### config.mk
export PLATFORM = sky130hd
export DESIGN_NAME = lsu_mem_master
export DESIGN_NICKNAME = d
export VERILOG_FILES = /design/src/rtl/lsu_mem_master.sv
export SDC_FILE = /design/constraint.sdc
export NUM_CORES = 1
export LEC_CHECK = 0
export BUFFER_PORTS_ARGS = -buffer_cell sky130_fd_sc_hd__buf_2
export CORE_AREA = 3 3 125 127
export CTS_CLUSTER_SIZE = 16
export DETAILED_ROUTE_END_ITERATION = 7
export DIE_AREA = 0 0 128 130
export PLACE_DENSITY = 0.64
export SYNTH_ARGS = -nofsm -noshare
export SYNTH_HDL_FRONTEND = slang
export SYNTH_SLANG_ARGS = --single-unit
### constraint.sdc
create_clock -name clk -period 3.5 [get_ports clk]
set_input_delay 0.175 -clock clk [delete_from_list [all_inputs] [get_ports clk]]
set_output_delay 0.175 -clock clk [all_outputs]
set_load 0.05 [all_outputs]
### src/rtl/lsu_mem_master.sv
// Load/store initiator between the CPU pipeline and a byte-addressed data memory.
// Accepts one request at a time. Misaligned word/half accesses are split into byte
// beats, and load data is sign/zero extended here. Each request gets one response pulse.
//
// Ports:
//   clk, rstn            clock, asynchronous active-low reset
//   req_valid/req_ready  request handshake (ready only while idle)
//   req_we, req_type     store/load, access type (000 w, 001 hs, 010 hu, 011 bs, 100 bu)
//   req_addr, req_wdata  byte address, little-endian store data
//   rsp_valid            one-cycle response pulse
//   rsp_rdata, rsp_err   extended load data / illegal-type flag, zero outside rsp_valid
//   mem_wr, mem_addr     memory write enable and byte address (registered)
//   mem_din, mem_type    memory write data and access size (000 w, 001 h, 011 b)
//   mem_dout             memory read data, one cycle after address/type are presented
module lsu_mem_master #(
    parameter int unsigned ADDR_W = 5
) (
    input  logic              clk,
    input  logic              rstn,
    input  logic              req_valid,
    output logic              req_ready,
    input  logic              req_we,
    input  logic [2:0]        req_type,
    input  logic [ADDR_W-1:0] req_addr,
    input  logic [31:0]       req_wdata,
    output logic              rsp_valid,
    output logic [31:0]       rsp_rdata,
    output logic              rsp_err,
    output logic              mem_wr,
    output logic [ADDR_W-1:0] mem_addr,
    output logic [31:0]       mem_din,
    output logic [2:0]        mem_type,
    input  logic [31:0]       mem_dout
);

    localparam logic [2:0] MemWord = 3'b000;
    localparam logic [2:0] MemHalf = 3'b001;
    localparam logic [2:0] MemByte = 3'b011;

    typedef enum logic [1:0] {StIdle, StIssue, StWait, StResp} state_e;

    state_e              state_q, state_d;
    logic [1:0]          beat_q, beat_d;
    logic                we_q, we_d;
    logic [2:0]          type_q, type_d;
    logic [ADDR_W-1:0]   addr_q, addr_d;
    logic [31:0]         wdata_q, wdata_d;
    logic [31:0]         data_q, data_d;
    logic                err_q, err_d;
    logic                mem_wr_q, mem_wr_d;
    logic [ADDR_W-1:0]   mem_addr_q, mem_addr_d;
    logic [31:0]         mem_din_q, mem_din_d;
    logic [2:0]          mem_type_q, mem_type_d;

    // Beat generator: in idle it describes beat 0 of the incoming request,
    // otherwise the beat after the current one of the latched request.
    logic [2:0]          sel_type;
    logic [ADDR_W-1:0]   sel_addr;
    logic [31:0]         sel_wdata;
    logic [1:0]          sel_beat;
    logic                is_word, is_half, misaligned, byte_beat, is_last;
    logic [1:0]          num_beats_m1;
    logic [ADDR_W-1:0]   gen_addr;
    logic [2:0]          gen_type;
    logic [31:0]         gen_din;
    logic [31:0]         ext_data;

    always_comb begin
        if (state_q == StIdle) begin
            sel_type  = req_type;
            sel_addr  = req_addr;
            sel_wdata = req_wdata;
            sel_beat  = 2'd0;
        end else begin
            sel_type  = type_q;
            sel_addr  = addr_q;
            sel_wdata = wdata_q;
            sel_beat  = beat_q + 2'd1;
        end

        is_word      = (sel_type == 3'b000);
        is_half      = (sel_type == 3'b001) || (sel_type == 3'b010);
        misaligned   = (is_word && (sel_addr[1:0] != 2'b00)) || (is_half && sel_addr[0]);
        byte_beat    = misaligned || (!is_word && !is_half);
        num_beats_m1 = misaligned ? (is_word ? 2'd3 : 2'd1) : 2'd0;
        is_last      = (beat_q == num_beats_m1);

        gen_addr = misaligned ? sel_addr + ADDR_W'(sel_beat) : sel_addr;
        if (byte_beat) begin
            gen_type = MemByte;
            gen_din  = {24'b0, sel_wdata[{sel_beat, 3'b000} +: 8]};
        end else if (is_word) begin
            gen_type = MemWord;
            gen_din  = sel_wdata;
        end else begin
            gen_type = MemHalf;
            gen_din  = {16'b0, sel_wdata[15:0]};
        end
    end

    always_comb begin
        state_d    = state_q;
        beat_d     = beat_q;
        we_d       = we_q;
        type_d     = type_q;
        addr_d     = addr_q;
        wdata_d    = wdata_q;
        data_d     = data_q;
        err_d      = err_q;
        mem_wr_d   = 1'b0;
        mem_addr_d = mem_addr_q;
        mem_din_d  = mem_din_q;
        mem_type_d = mem_type_q;

        unique case (state_q)
            StIdle: begin
                if (req_valid) begin
                    we_d    = req_we;
                    type_d  = req_type;
                    addr_d  = req_addr;
                    wdata_d = req_wdata;
                    data_d  = 32'b0;
                    beat_d  = 2'd0;
                    if (req_type > 3'b100) begin
                        err_d   = 1'b1;
                        state_d = StResp;
                    end else begin
                        err_d      = 1'b0;
                        state_d    = StIssue;
                        mem_wr_d   = req_we;
                        mem_addr_d = gen_addr;
                        mem_type_d = gen_type;
                        mem_din_d  = gen_din;
                    end
                end
            end
            StIssue: begin
                if (!we_q) begin
                    state_d = StWait;
                end else if (is_last) begin
                    state_d = StResp;
                end else begin
                    beat_d     = beat_q + 2'd1;
                    mem_wr_d   = 1'b1;
                    mem_addr_d = gen_addr;
                    mem_type_d = gen_type;
                    mem_din_d  = gen_din;
                end
            end
            StWait: begin
                // Only the low bytes of the read data belong to this beat.
                if (mem_type_q == MemByte) begin
                    data_d[{beat_q, 3'b000} +: 8] = mem_dout[7:0];
                end else if (mem_type_q == MemHalf) begin
                    data_d[15:0] = mem_dout[15:0];
                end else begin
                    data_d = mem_dout;
                end
                if (is_last) begin
                    state_d = StResp;
                end else begin
                    beat_d     = beat_q + 2'd1;
                    mem_addr_d = gen_addr;
                    mem_type_d = gen_type;
                    mem_din_d  = gen_din;
                    state_d    = StIssue;
                end
            end
            StResp: begin
                state_d = StIdle;
            end
            default: begin
                state_d = StIdle;
            end
        endcase
    end

    always_ff @(posedge clk or negedge rstn) begin
        if (!rstn) begin
            state_q    <= StIdle;
            beat_q     <= 2'd0;
            we_q       <= 1'b0;
            type_q     <= 3'b000;
            addr_q     <= '0;
            wdata_q    <= 32'b0;
            data_q     <= 32'b0;
            err_q      <= 1'b0;
            mem_wr_q   <= 1'b0;
            mem_addr_q <= '0;
            mem_din_q  <= 32'b0;
            mem_type_q <= MemWord;
        end else begin
            state_q    <= state_d;
            beat_q     <= beat_d;
            we_q       <= we_d;
            type_q     <= type_d;
            addr_q     <= addr_d;
            wdata_q    <= wdata_d;
            data_q     <= data_d;
            err_q      <= err_d;
            mem_wr_q   <= mem_wr_d;
            mem_addr_q <= mem_addr_d;
            mem_din_q  <= mem_din_d;
            mem_type_q <= mem_type_d;
        end
    end

    always_comb begin
        unique case (type_q)
            3'b001:  ext_data = {{16{data_q[15]}}, data_q[15:0]};
            3'b010:  ext_data = {16'b0, data_q[15:0]};
            3'b011:  ext_data = {{24{data_q[7]}}, data_q[7:0]};
            3'b100:  ext_data = {24'b0, data_q[7:0]};
            default: ext_data = data_q;
        endcase
    end

    assign req_ready = (state_q == StIdle);
    assign rsp_valid = (state_q == StResp);
    assign rsp_err   = rsp_valid && err_q;
    assign rsp_rdata = (rsp_valid && !err_q && !we_q) ? ext_data : 32'b0;

    assign mem_wr   = mem_wr_q;
    assign mem_addr = mem_addr_q;
    assign mem_din  = mem_din_q;
    assign mem_type = mem_type_q;

endmodule

* Yosys cells after proc, flatten, opt, wreduce, memory -nomap -nowiden
Cells that the tools add are included.
** Storage, ports and cells
- Register bits after elaboration :: 119
- Bits of input ports :: 76
- Output and inout port bits :: 76
** Cells by class
- Add/subtract/negate cells :: 3
- $lt $le $gt $ge :: 1
- Equality and inequality tests :: 17
- Shift-type cells :: 3
- Mux-type cells :: 49
- Reduce and logical (&&, ||, !) cells :: 24
** Operator list (count)
- $mux W32 :: 10
- $pmux W32 S4 :: 1
- $pmux W32 S3 :: 1
- $pmux W32 S2 :: 1
- $bwmux W32 :: 1
- $shift A8 B7 Y32 const A :: 1
- $shiftx A32 B6 Y8 :: 1
- $shiftx A8 B7 Y32 :: 1
- $mux W5 :: 6
- $mux W2 :: 12
- $mux W16 :: 1
- $mux W3 :: 5
- $pmux W5 S3 :: 1
- $eq A3 B2 Y1 const B :: 4
- $eq A3 B1 Y1 const B :: 3
- $pmux W3 S3 :: 1
- $pmux W2 S4 :: 1
- $neg A5 Y7 :: 1
- $logic_and A1 B1 Y1 :: 6
- $mux W1 :: 6
- $ne A2 B2 Y1 const B :: 3
- $ne A3 B3 Y1 const B :: 2
- $pmux W2 S3 :: 1
- $reduce_and A2 Y1 :: 3
- other kinds (16) :: 24

* Longest topological paths before layout
Gate-level depths: netlist (run 1).
- Depth in word-level cells :: 11
- Gate-level depth with buffers :: 12
- Depth with buffers taken out :: 9

* Worst setup path before layout (run 1)
No wires, ideal clock.
- Kind :: register -> output
- Start point :: register state_q[0]
- End point :: output rsp_rdata[10]
- Arrival time :: 2.880 ns
- Slack :: 0.445 ns
- Cell stages (with the launch flop) :: 5
- Path buffers :: 0
- Path through :: dfrtp_1 -> ha_1 -> nor3b_1 -> nand2_1 -> nor3_1
** On the way
- Longest elaborated chain between the ends :: 4
** Ends and longest elaborated chain
- start: declaration :: RTL line 42 : state_e state_q, state_d;
- start signal: assignment :: RTL line 180 : state_q <= StIdle;
- start signal: assignment :: RTL line 193 : state_q <= state_d;
- $eq A2 B2 Y1 :: RTL line 219 : assign rsp_valid = (state_q == StResp);
- via rsp_valid :: RTL line 26 : output logic rsp_valid,
- $logic_and A1 B1 Y1 (2 in a row) :: RTL line 221 : assign rsp_rdata = (rsp_valid && !err_q && !we_q) ? ext_data : 32'b0;
- $mux W32 :: RTL line 221
- end: declaration :: RTL line 27 : output logic [31:0] rsp_rdata,
The timed path passes the listed nets, and every way through them passes these cells.

* Final worst setup path (run 1)
- Start point :: register state_q[0]
- End point :: register mem_din_q[4] (netlist: mem_din[4])
** On the way
- Longest elaborated chain between the ends :: 11
- Elaborated cells on any way between the ends :: 35
- Classes of those cells :: eq/ne (8); shift (1); mux (13); reduce/logical (13)
** Ends and longest elaborated chain
- parallel branches: the longest is 11 deep, another holds $mux W32
- end signal: assignment :: RTL line 203 : mem_din_q <= mem_din_d;
- end: declaration :: RTL line 52 : logic [31:0] mem_din_q, mem_din_d;
Several ways; the timed one is not identified. The select of a mux whose other input is x is not followed.
A chain may end at the register's enable or synchronous reset.

==> flow_summary.yaml, run 1 <==
logic_synthesis:
  syn_inst: 608
  synth_edf_count: 0
  ys_seq_area_frac: 0.454
  synth_top_flop_cell: "dfrtp_1"
  synth_top_area_frac: 0.454
  ys_types: 58
  synth.area.top_cells: "dfrtp_1 (45%), mux2_2 (13%), mux2i_1 (6.9%), nor2_1 (3.3%), a22oi_1 (2.8%)"
  synthArstFlopShare: 1.00
  ys_seq_elements: 118
  synth_area_mm2: 0.00650
  synth_top_area_cell: "dfrtp_1"
  ys_warn_count: 0
  syn_area_per_cell_um2: 10.7
  syn_nets: 696
worst_setup_path:
  r2r_end: "mem_din[4]"
  ff2ff_path_depth: 9
  cp-startpoint: "state_q[0]"
  critPathMaxFanout: 37
  r2r-start: "state_q[0]"
  cp.required_ps: 3830
  crit_slowest_cell: "o211a_4"
  worstPathArrival_ps: 3600
  regToRegSetupSlack_ps: 230
  cp-start-kind: "flip-flop"
  crit_path_max_incr_delay_ps: 560
  cp_num_buf_inv: 2
  path_cells: "inv_1 -> ha_2 -> mux2i_4 -> o21ai_1 -> or3_4 -> nand4_4 -> o211a_4 -> buf_4 -> mux2i_1"
  cp_top_family: "compound AO/OA/AOI/OAI gates"
  crit_path_end_kind: "flip-flop"
  crit_type: "flip-flop to flip-flop"
pwr:
  seqPwrFrac: 0.265
  sw_frac_of_total: 0.443
  internal_power_mw: 4.93
  vdd_drop_max_uv: 632
  power_switching_mw: 3.92
  p_leak_nw: 3.87
  p_clk_frac: 0.196
  combinationalPowerShare: 0.539
  power-per-cell-area_mw_per_mm2: 1100
final_layout:
  multi_input_comb_area_mm2: 0.00328
  fin_nets: 842
  n_antenna_cell: 0
  final_cell_mix: "buf_2 (149), dfrtp_1 (118), mux2_2 (77)"
  layout_commonest_cell: "buf_2"
  seqCellArea_mm2: 0.00295
  fillCellCount: 1299
  area_growth_pct: 23.6
  fin_util: 0.553
  layout-drive-gt1-share: 0.375
routing:
  drt-initial-drc-count: 243
  wire_per_inst_um: 17.9
  viasPerCell: 5.49
  met2_wirelength_mm: 8.25
  drtAntennaViolNets: 0
  top_layer: "met5"
  drc: 0
  routed_wl_mm: 17.0
  met1_length_mm: 7.62
  dr.pass1.iters: 4
  dr_total_vias: 5220
  wl_met3_um: 817
cts:
  cts.sinks: 118
  cts_made_buffers: 17
  post_cts_resized: 0
  clk_latency_ps: 420
  clockBufferDepth: 2
  clockRootBuffer: "clkbuf_16"
  htreeDepth: 4
  clk_pin_slew_ps: 60
  cts_tree: "yes"
outcome:
  status: "complete, no violations"
grt:
  grt_usage: 0.212
  grt_pass1_wl_mm: 27.8
  grt_max_degree: 72
  overflow: 0
  antenna_found_initial: 1
  grt_pass1_vias: 5293
timing:
  slew_viol_final: 0
  rsz0062_at_grt: "no"
  max_slew.worst_pin.slew_ps: 1040
  fin_crit_sh: 0.934
  clock_skew_ps: 9.44
  fin_crit_ps: 3270
  holdWs_ps: 13.8
  finalHoldViolations: 0
  timing.setup.tns_ps: 0
  finalSetupViolations: 0
  fmax_mhz: 306
  slew_headroom: 0.302
worst_hold_path:
  holdPathEnd: "wdata_q[11]"
  hold_start: "req_wdata[11]"
  hold_path_class: "primary input to flip-flop"
  whs_path_depth: 2
placed_design:
  dp_hpwl_mm: 12.2
  port_buffers: 150
  gp_congestion: 0.842
floorplanning:
  io_pins: 152
  die_x_um: 128
  core_region_area_mm2: 0.0145
  num_rows: 44
  die_y_um: 130
  start_util: 0.448
  die_area_mm2: 0.0166
run:
  maxCapViolCount: 0
==> area by class of cell <==
cell class	instances	share of cell area
Clock buffer	24	0.0624
Clock inverter	8	0.0118
Inverter	22	0.0103
Multi-Input combinational cell	429	0.409
Sequential cell	118	0.367
Tap cell	184	0.0286
Timing Repair Buffer	166	0.111
==> how the worst max path moves through the flow <==
stage	to	slack [ps]	cells past startpoint
final	mem_din[4]	230	9
after global routing	mem_din[4]	30	9
after CTS	mem_din[4]	210	9
after global placement	mem_din[18]	390	8
after floorplan	rsp_rdata[10]	440	4
after detailed placement	mem_din[4]	210	9
==> flip-flops by register name, summed over array words and instances (netlist names) <==
signal / cells
data_q: 32
we_q: 1
err_q: 1
mem_wr: 1
type_q: 3
mem_type: 2
mem_addr: 5
beat_q: 2
mem_din: 32
addr_q: 5
state_q: 2
wdata_q: 32
==> layer usage <==
layer / up-vias / track usage
met5: - / 0
met4: 2 / 0.0787
met3: 25 / 0.0442
met2: 147 / 0.348
met1: 2574 / 0.280
li1: 2472 / -
==> stage by stage <==
stage | instances | cell area [um^2] | worst slack [ps] | power, mW
floorplan | 608 | 6500 | 445 | 6.11
global route | 951 | 8040 | 30.9 | 9.46
global placement | 912 | 7370 | 392 | 6.99
finish | 951 | 8040 | 231 | 8.85
detailed placement | 912 | 7370 | 211 | 7.13
CTS | 951 | 8040 | 211 | 8.91
==> power groups by stage <==
stage                     Clock [mW]  Sequential (mW)  Combinational, mW
after floorplan                    0             2.72               3.39
after global placement             0             2.33               4.65
after detailed placement           0             2.35               4.78
after CTS                       1.76             2.35               4.81
after global routing            1.83             2.42               5.21
final                           1.74             2.34               4.77
==> synthesized netlist by cell type (4+ instances only) <==
library cell	instances
dfrtp_1	118
mux2_2	77
nor2_1	57
mux2i_1	45
nand2_1	37
o21ai_0	32
a22oi_1	24
clkbuf_1	22
inv_1	21
a21oi_1	20
o21a_1	18
ha_1	11
nor3_1	11
and2_1	10
a211o_1	8
a22o_1	8
o32ai_1	8
buf_1	5
buf_2	5
nand3_1	5
xnor2_1	5
buf_4	4
nand2b_1	4
nor2b_1	4
==> kinds of logic (layout without fill, tap and decap cells) <==
kind of cell | after synthesis | count (layout) | synth area share
compound gates | 136 | 136 | 0.146
xor+xnor | 5 | 5 | 0.00673
fa+ha+maj | 12 | 12 | 0.0242
buf+inv | 61 | 220 | 0.0419
flops | 118 | 118 | 0.454
mux | 128 | 128 | 0.217
other cells | 1 | 1 | 0.000576
simple gates | 147 | 147 | 0.110
==> what timing repair did <==
action | in CTS | in global routing
endpoints found under the hold margin | 75 | 0
hold buffers | 7 | 0
buffers inserted | 0 | 0
(Power assumes the default switching activity.)
==> run 2, diff against run 1 <==
==> constraint.sdc (replaced) <==
create_clock -name clk -period 3.5 [get_ports clk]
set_input_delay 0.175 -clock clk [delete_from_list [all_inputs] [get_ports clk]]
set_output_delay 0.175 -clock clk [all_outputs]
set_load 0.005 [all_outputs]
==> run 2 against run 1 <==
Compared with the run above: final area up 0.53%; critical path depth down 1; critical path type unchanged; clock skew about the same; non-clock buffer count up 8; wire length up 2.1%; utilization up 0.29 points; final cell count up 0.84%; worst hold slack better by 0.81 ps; combinational power down 15%; die area unchanged; register-to-register slack worse by 20 ps; highest routed layer unchanged; worst setup slack worse by 24 ps.
==> flow_summary.yaml, run 2 (synthesis gave the netlist of run 1 again) <==
worst_hold_path:
  whs_path_depth: 2
  hold_path_class: "primary input to flip-flop"
final_layout:
  final_cell_mix: "buf_2 (149), dfrtp_1 (118), mux2_2 (77)"
  area_growth_pct: 24.2
  layout-drive-gt1-share: 0.374
  layout_commonest_cell: "buf_2"
  n_antenna_cell: 0
  fin_nets: 850
cts:
  clk_pin_slew_ps: 50
  clockRootBuffer: "clkbuf_16"
  cts_made_buffers: 17
  htreeDepth: 4
  cts_setup_buffers: 0
  clockBufferDepth: 2
  cts_tree: "yes"
  clk_latency_ps: 420
  cts.sinks: 118
pwr:
  p_leak_nw: 3.88
  seqPwrFrac: 0.293
  power_switching_mw: 3.26
  p_clk_frac: 0.202
  internal_power_mw: 4.78
  sw_frac_of_total: 0.405
  power-per-cell-area_mw_per_mm2: 994
  vdd_drop_max_uv: 507
  combinationalPowerShare: 0.505
worst_setup_path:
  path_cells: "inv_1 -> ha_2 -> mux2i_4 -> o21ai_1 -> or3_4 -> nand4_4 -> o211a_4 -> mux2_2"
  crit_type: "flip-flop to flip-flop"
  worstPathArrival_ps: 3600
  r2r_end: "mem_din[26]"
  cp-start-kind: "flip-flop"
  cp.required_ps: 3800
  critPathMaxFanout: 37
  cp_num_buf_inv: 1
  endpoint: "mem_din[26]"
  crit_slowest_cell: "o211a_4"
  crit_path_max_incr_delay_ps: 570
  crit_path_end_kind: "flip-flop"
  ff2ff_path_depth: 8
  crit_cells: 8
  cp_top_family: "multiplexers"
  regToRegSetupSlack_ps: 210
  cp-startpoint: "state_q[0]"
  r2r-start: "state_q[0]"
timing:
  rsz0062_at_grt: "no"
  finalSetupViolations: 0
  fin_crit_sh: 0.941
  clock_skew_ps: 9.06
  slew_viol_final: 0
  fmax_mhz: 304
  fin_ws_ps: 207
  timing.setup.tns_ps: 0
  max_slew.worst_pin.slew_ps: 1080
  slew_headroom: 0.281
  finalHoldViolations: 0
  fin_crit_ps: 3290
grt:
  grt_pass1_wl_mm: 27.6
  overflow: 0
  antenna_found_initial: 1
  grt_pass1_vias: 5394
  grt_usage: 0.211
  grt_max_degree: 72
outcome:
  status: "complete, no violations"
floorplanning:
  start_util: 0.448
  die_x_um: 128
  num_rows: 44
  core_region_area_mm2: 0.0145
  die_area_mm2: 0.0166
  die_y_um: 130
  io_pins: 152
routing:
  dr_total_vias: 5277
  drt-initial-drc-count: 270
  drtAntennaViolNets: 0
  routed_wl_mm: 17.4
  dr.pass1.iters: 5
  drc: 0
  wire_per_inst_um: 18.1
  viasPerCell: 5.50
run:
  maxCapViolCount: 0
placed_design:
  dp_slack_ps: 238
  dp_hpwl_mm: 12.3
  gp_congestion: 0.853
  port_buffers: 150
## run 2: changes by cell type in the layout (fill, tap and decap cells not counted)
cell / change
clkbuf_1: -1
inv_6: +1
dlygate4sd3_1: +8
bufinv_16: -2
clkinv_4: +3
clkbuf_8: -1
nand2b_1: -1
nand2b_2: +1
clkinvlp_4: +1
clkinv_2: -1
## run 2: repair_timing
action | CTS | global route
hold buffers | 15 | 0
endpoints found under the setup margin | 0 | 1
endpoints found under the hold margin | 83 | 0
resized for setup | 0 | 1
## run 2: per-layer routing
layer  vias up  track usage  routed length, um
li1       2495            -                  -
met1      2603        0.274               7750
met2       152        0.352               8500
met3        25       0.0450                818
met4         2       0.0712                267
met5         -            0                  9
## run 2: stage by stage
step | utilization | power (mW) | cells | cell area (um^2) | hold WS [ps]
after global placement | 0.507 | 6.24 | 912 | 7370 | 348
after detailed placement | 0.507 | 6.39 | 912 | 7370 | 362
after floorplan | - | 5.36 | 608 | 6500 | -121
final | 0.556 | 8.03 | 959 | 8080 | 14.6
after CTS | 0.556 | 8.07 | 959 | 8080 | 0.672
after global routing | 0.556 | 8.59 | 959 | 8080 | 10.2
## run 2: how the worst min path moves through the flow
| stage | from | end | slack, ps |
|---|---|---|---|
| after global routing | req_wdata[3] | wdata_q[3] | 10 |
| after global placement | rstn | addr_q[2] | 350 |
| after floorplan | rstn | addr_q[0] | -120 |
| final | req_wdata[25] | wdata_q[25] | 10 |
| after detailed placement | rstn | mem_addr[0] | 360 |
| after CTS | req_we | we_q | 0.7 |
## run 2: layout make-up
class | count | area, um^2
inverter | 22 | 82.6
timing repair buffer | 174 | 971
tap | 184 | 230
sequential | 118 | 2950
fill | 1290 | 6450
multi-input combinational | 429 | 3290
clock inverter | 10 | 72.6
clock buffer | 22 | 484
## run 2: power groups by stage
stage                     Sequential (mW)  Clock, mW  Combinational [mW]
after floorplan                      2.22          0                3.15
after global placement               2.33          0                3.90
after detailed placement             2.36          0                4.03
after CTS                            2.35       1.65                4.07
after global routing                 2.43       1.70                4.45
final                                2.35       1.62                4.06
==> run 3, diff against run 2 <==
--- a/config.mk
+++ b/config.mk
@@ -7,4 +7,5 @@
 export LEC_CHECK = 0
 export BUFFER_PORTS_ARGS = -buffer_cell sky130_fd_sc_hd__buf_2
+export CAP_MARGIN = 10
 export CORE_AREA = 3 3 125 127
 export CTS_CLUSTER_SIZE = 16
==> constraint.sdc (replaced) <==
create_clock -name clk -period 3.5 [get_ports clk]
set_input_delay 0.7 -clock clk [delete_from_list [all_inputs] [get_ports clk]]
set_output_delay 0.7 -clock clk [all_outputs]
set_load 0.005 [all_outputs]
==> run 3 against run 2 <==
Compared with the run above: sequential power barely moved; die area unchanged; critical path type unchanged; power is 1.0% higher; maximum frequency up 6.6%; first-iteration DRC count up 4.1%.
==> flow_summary.yaml, run 3 (synthesis gave the netlist of run 1 again) <==
cts:
  htreeDepth: 4
  cts_tree: "yes"
  clk_latency_ps: 410
  clk_pin_slew_ps: 50
  cts_setup_buffers: 0
  post_cts_resized: 0
  postCtsHoldBufs: 0
  clockBufferDepth: 2
  cts_made_buffers: 17
  clockRootBuffer: "clkbuf_16"
  cts.sinks: 118
final_layout:
  layout_commonest_cell: "buf_2"
  area_growth_pct: 22.7
  layout-drive-gt1-share: 0.375
  n_antenna_cell: 0
  fin_util: 0.549
  fin_nets: 835
  final_cell_mix: "buf_2 (149), dfrtp_1 (118), mux2_2 (77)"
  final_cells: 944
  fillCellCount: 1308
worst_setup_path:
  cp.required_ps: 3790
  crit_type: "flip-flop to flip-flop"
  crit_path_end_kind: "flip-flop"
  r2r-start: "state_q[0]"
  worstPathArrival_ps: 3380
  critPathMaxFanout: 38
  ff2ff_path_depth: 8
  cp-start-kind: "flip-flop"
  regToRegSetupSlack_ps: 410
  r2r_end: "mem_addr[1]"
routing:
  dr.pass1.iters: 5
  viasPerCell: 5.55
  drt-initial-drc-count: 281
  routed_wl_mm: 16.9
  drc: 0
  dr_total_vias: 5239
  wire_per_inst_um: 17.8
  drtAntennaViolNets: 0
worst_hold_path:
  hold_path_class: "primary input to asynchronous set/reset pin"
placed_design:
  port_buffers: 150
  gp_congestion: 0.849
  dp_hpwl_mm: 12.1
  dp.cells: 912
floorplanning:
  start_util: 0.448
  die_x_um: 128
  num_rows: 44
  io_pins: 152
  die_area_mm2: 0.0166
  core_region_area_mm2: 0.0145
  die_y_um: 130
timing:
  rsz0062_at_grt: "no"
  holdWs_ps: 410
  slew_headroom: 0.283
  max_slew.worst_pin.slew_ps: 1070
  fin_crit_sh: 0.883
  timing.setup.tns_ps: 0
  finalHoldViolations: 0
  finalSetupViolations: 0
  clock_skew_ps: 6.91
  fmax_mhz: 324
  fin_crit_ps: 3090
  slew_viol_final: 0
pwr:
  vdd_drop_max_uv: 501
  power_mw: 8.11
  p_clk_frac: 0.219
  power-per-cell-area_mw_per_mm2: 1020
  p_leak_nw: 3.85
  internal_power_mw: 4.97
  sw_frac_of_total: 0.387
  seqPwrFrac: 0.288
  combinationalPowerShare: 0.493
  power_switching_mw: 3.14
grt:
  grt_usage: 0.205
  grt_max_degree: 72
  grt_pass1_wl_mm: 26.9
  grt_pass1_vias: 5223
  antenna_found_initial: 1
  overflow: 0
outcome:
  status: "complete, no violations"
run:
  maxCapViolCount: 0
==> run 3: changes by cell type in the layout (fill, tap and decap cells not counted), moves of 2 or more <==
cell,before,now
clkbuf_8,4,0
clkinvlp_4,3,0
bufinv_16,0,4
clkinv_2,3,5
clkinv_4,3,1
clkbuf_1,1,5
dlygate4sd3_1,15,0
==> run 3: how the worst max path moves through the flow <==
stage | from | to | slack [ps] | cells after the start
after floorplan | state_q[0] | rsp_rdata[21] | 890 | 5
after global placement | state_q[0] | mem_din[18] | 530 | 8
after detailed placement | state_q[0] | mem_din[17] | 400 | 8
after CTS | state_q[0] | mem_din[31] | 390 | 8
after global routing | state_q[0] | mem_din[0] | 260 | 9
final | state_q[0] | mem_addr[1] | 410 | 8
==> run 3: stage by stage <==
stage	setup slack, ps	cell area, um^2
6_report	410	7980
5_1_grt	261	7980
4_1_cts	391	7980
3_5_place_dp	398	7380
3_3_place_gp	532	7380
2_1_floorplan	889	6500
==> run 3: power by group through the flow <==
stage / combinational [mW] / clock [mW] / sequential [mW]
6_report: 4.00 / 1.78 / 2.34
5_1_grt: 4.41 / 1.88 / 2.42
4_1_cts: 4.03 / 1.81 / 2.33
3_5_place_dp: 4.00 / 0 / 2.35
3_3_place_gp: 3.90 / 0 / 2.33
2_1_floorplan: 3.15 / 0 / 2.22
==> run 3: final cells by class <==
type / count / area [um^2] / area share
clock buffer: 22 / 444 / 0.0557
clock inverter: 10 / 154 / 0.0193
inverter: 22 / 82.6 / 0.0103
multi-input combinational: 429 / 3280 / 0.412
sequential: 118 / 2950 / 0.370
tap: 184 / 230 / 0.0288
timing repair buffer: 159 / 833 / 0.104
==> run 3: critical path: stages, from the launching register on <==
cell	delay, ps
dfrtp_1	430
inv_1	120
ha_2	390
mux2i_4	340
o21ai_1	170
or3_4	400
nand4_4	110
o211a_4	550
mux2_2	410
==> run 3: metal layers <==
metal,part of all wire,wire length [um],global-route usage,up-vias
met1,0.43,7200,0.260,2577
li1,-,-,-,2464
met5,0.00077,13,0,-
met3,0.064,1080,0.0532,23
met2,0.49,8300,0.342,173
met4,0.015,255,0.0687,2
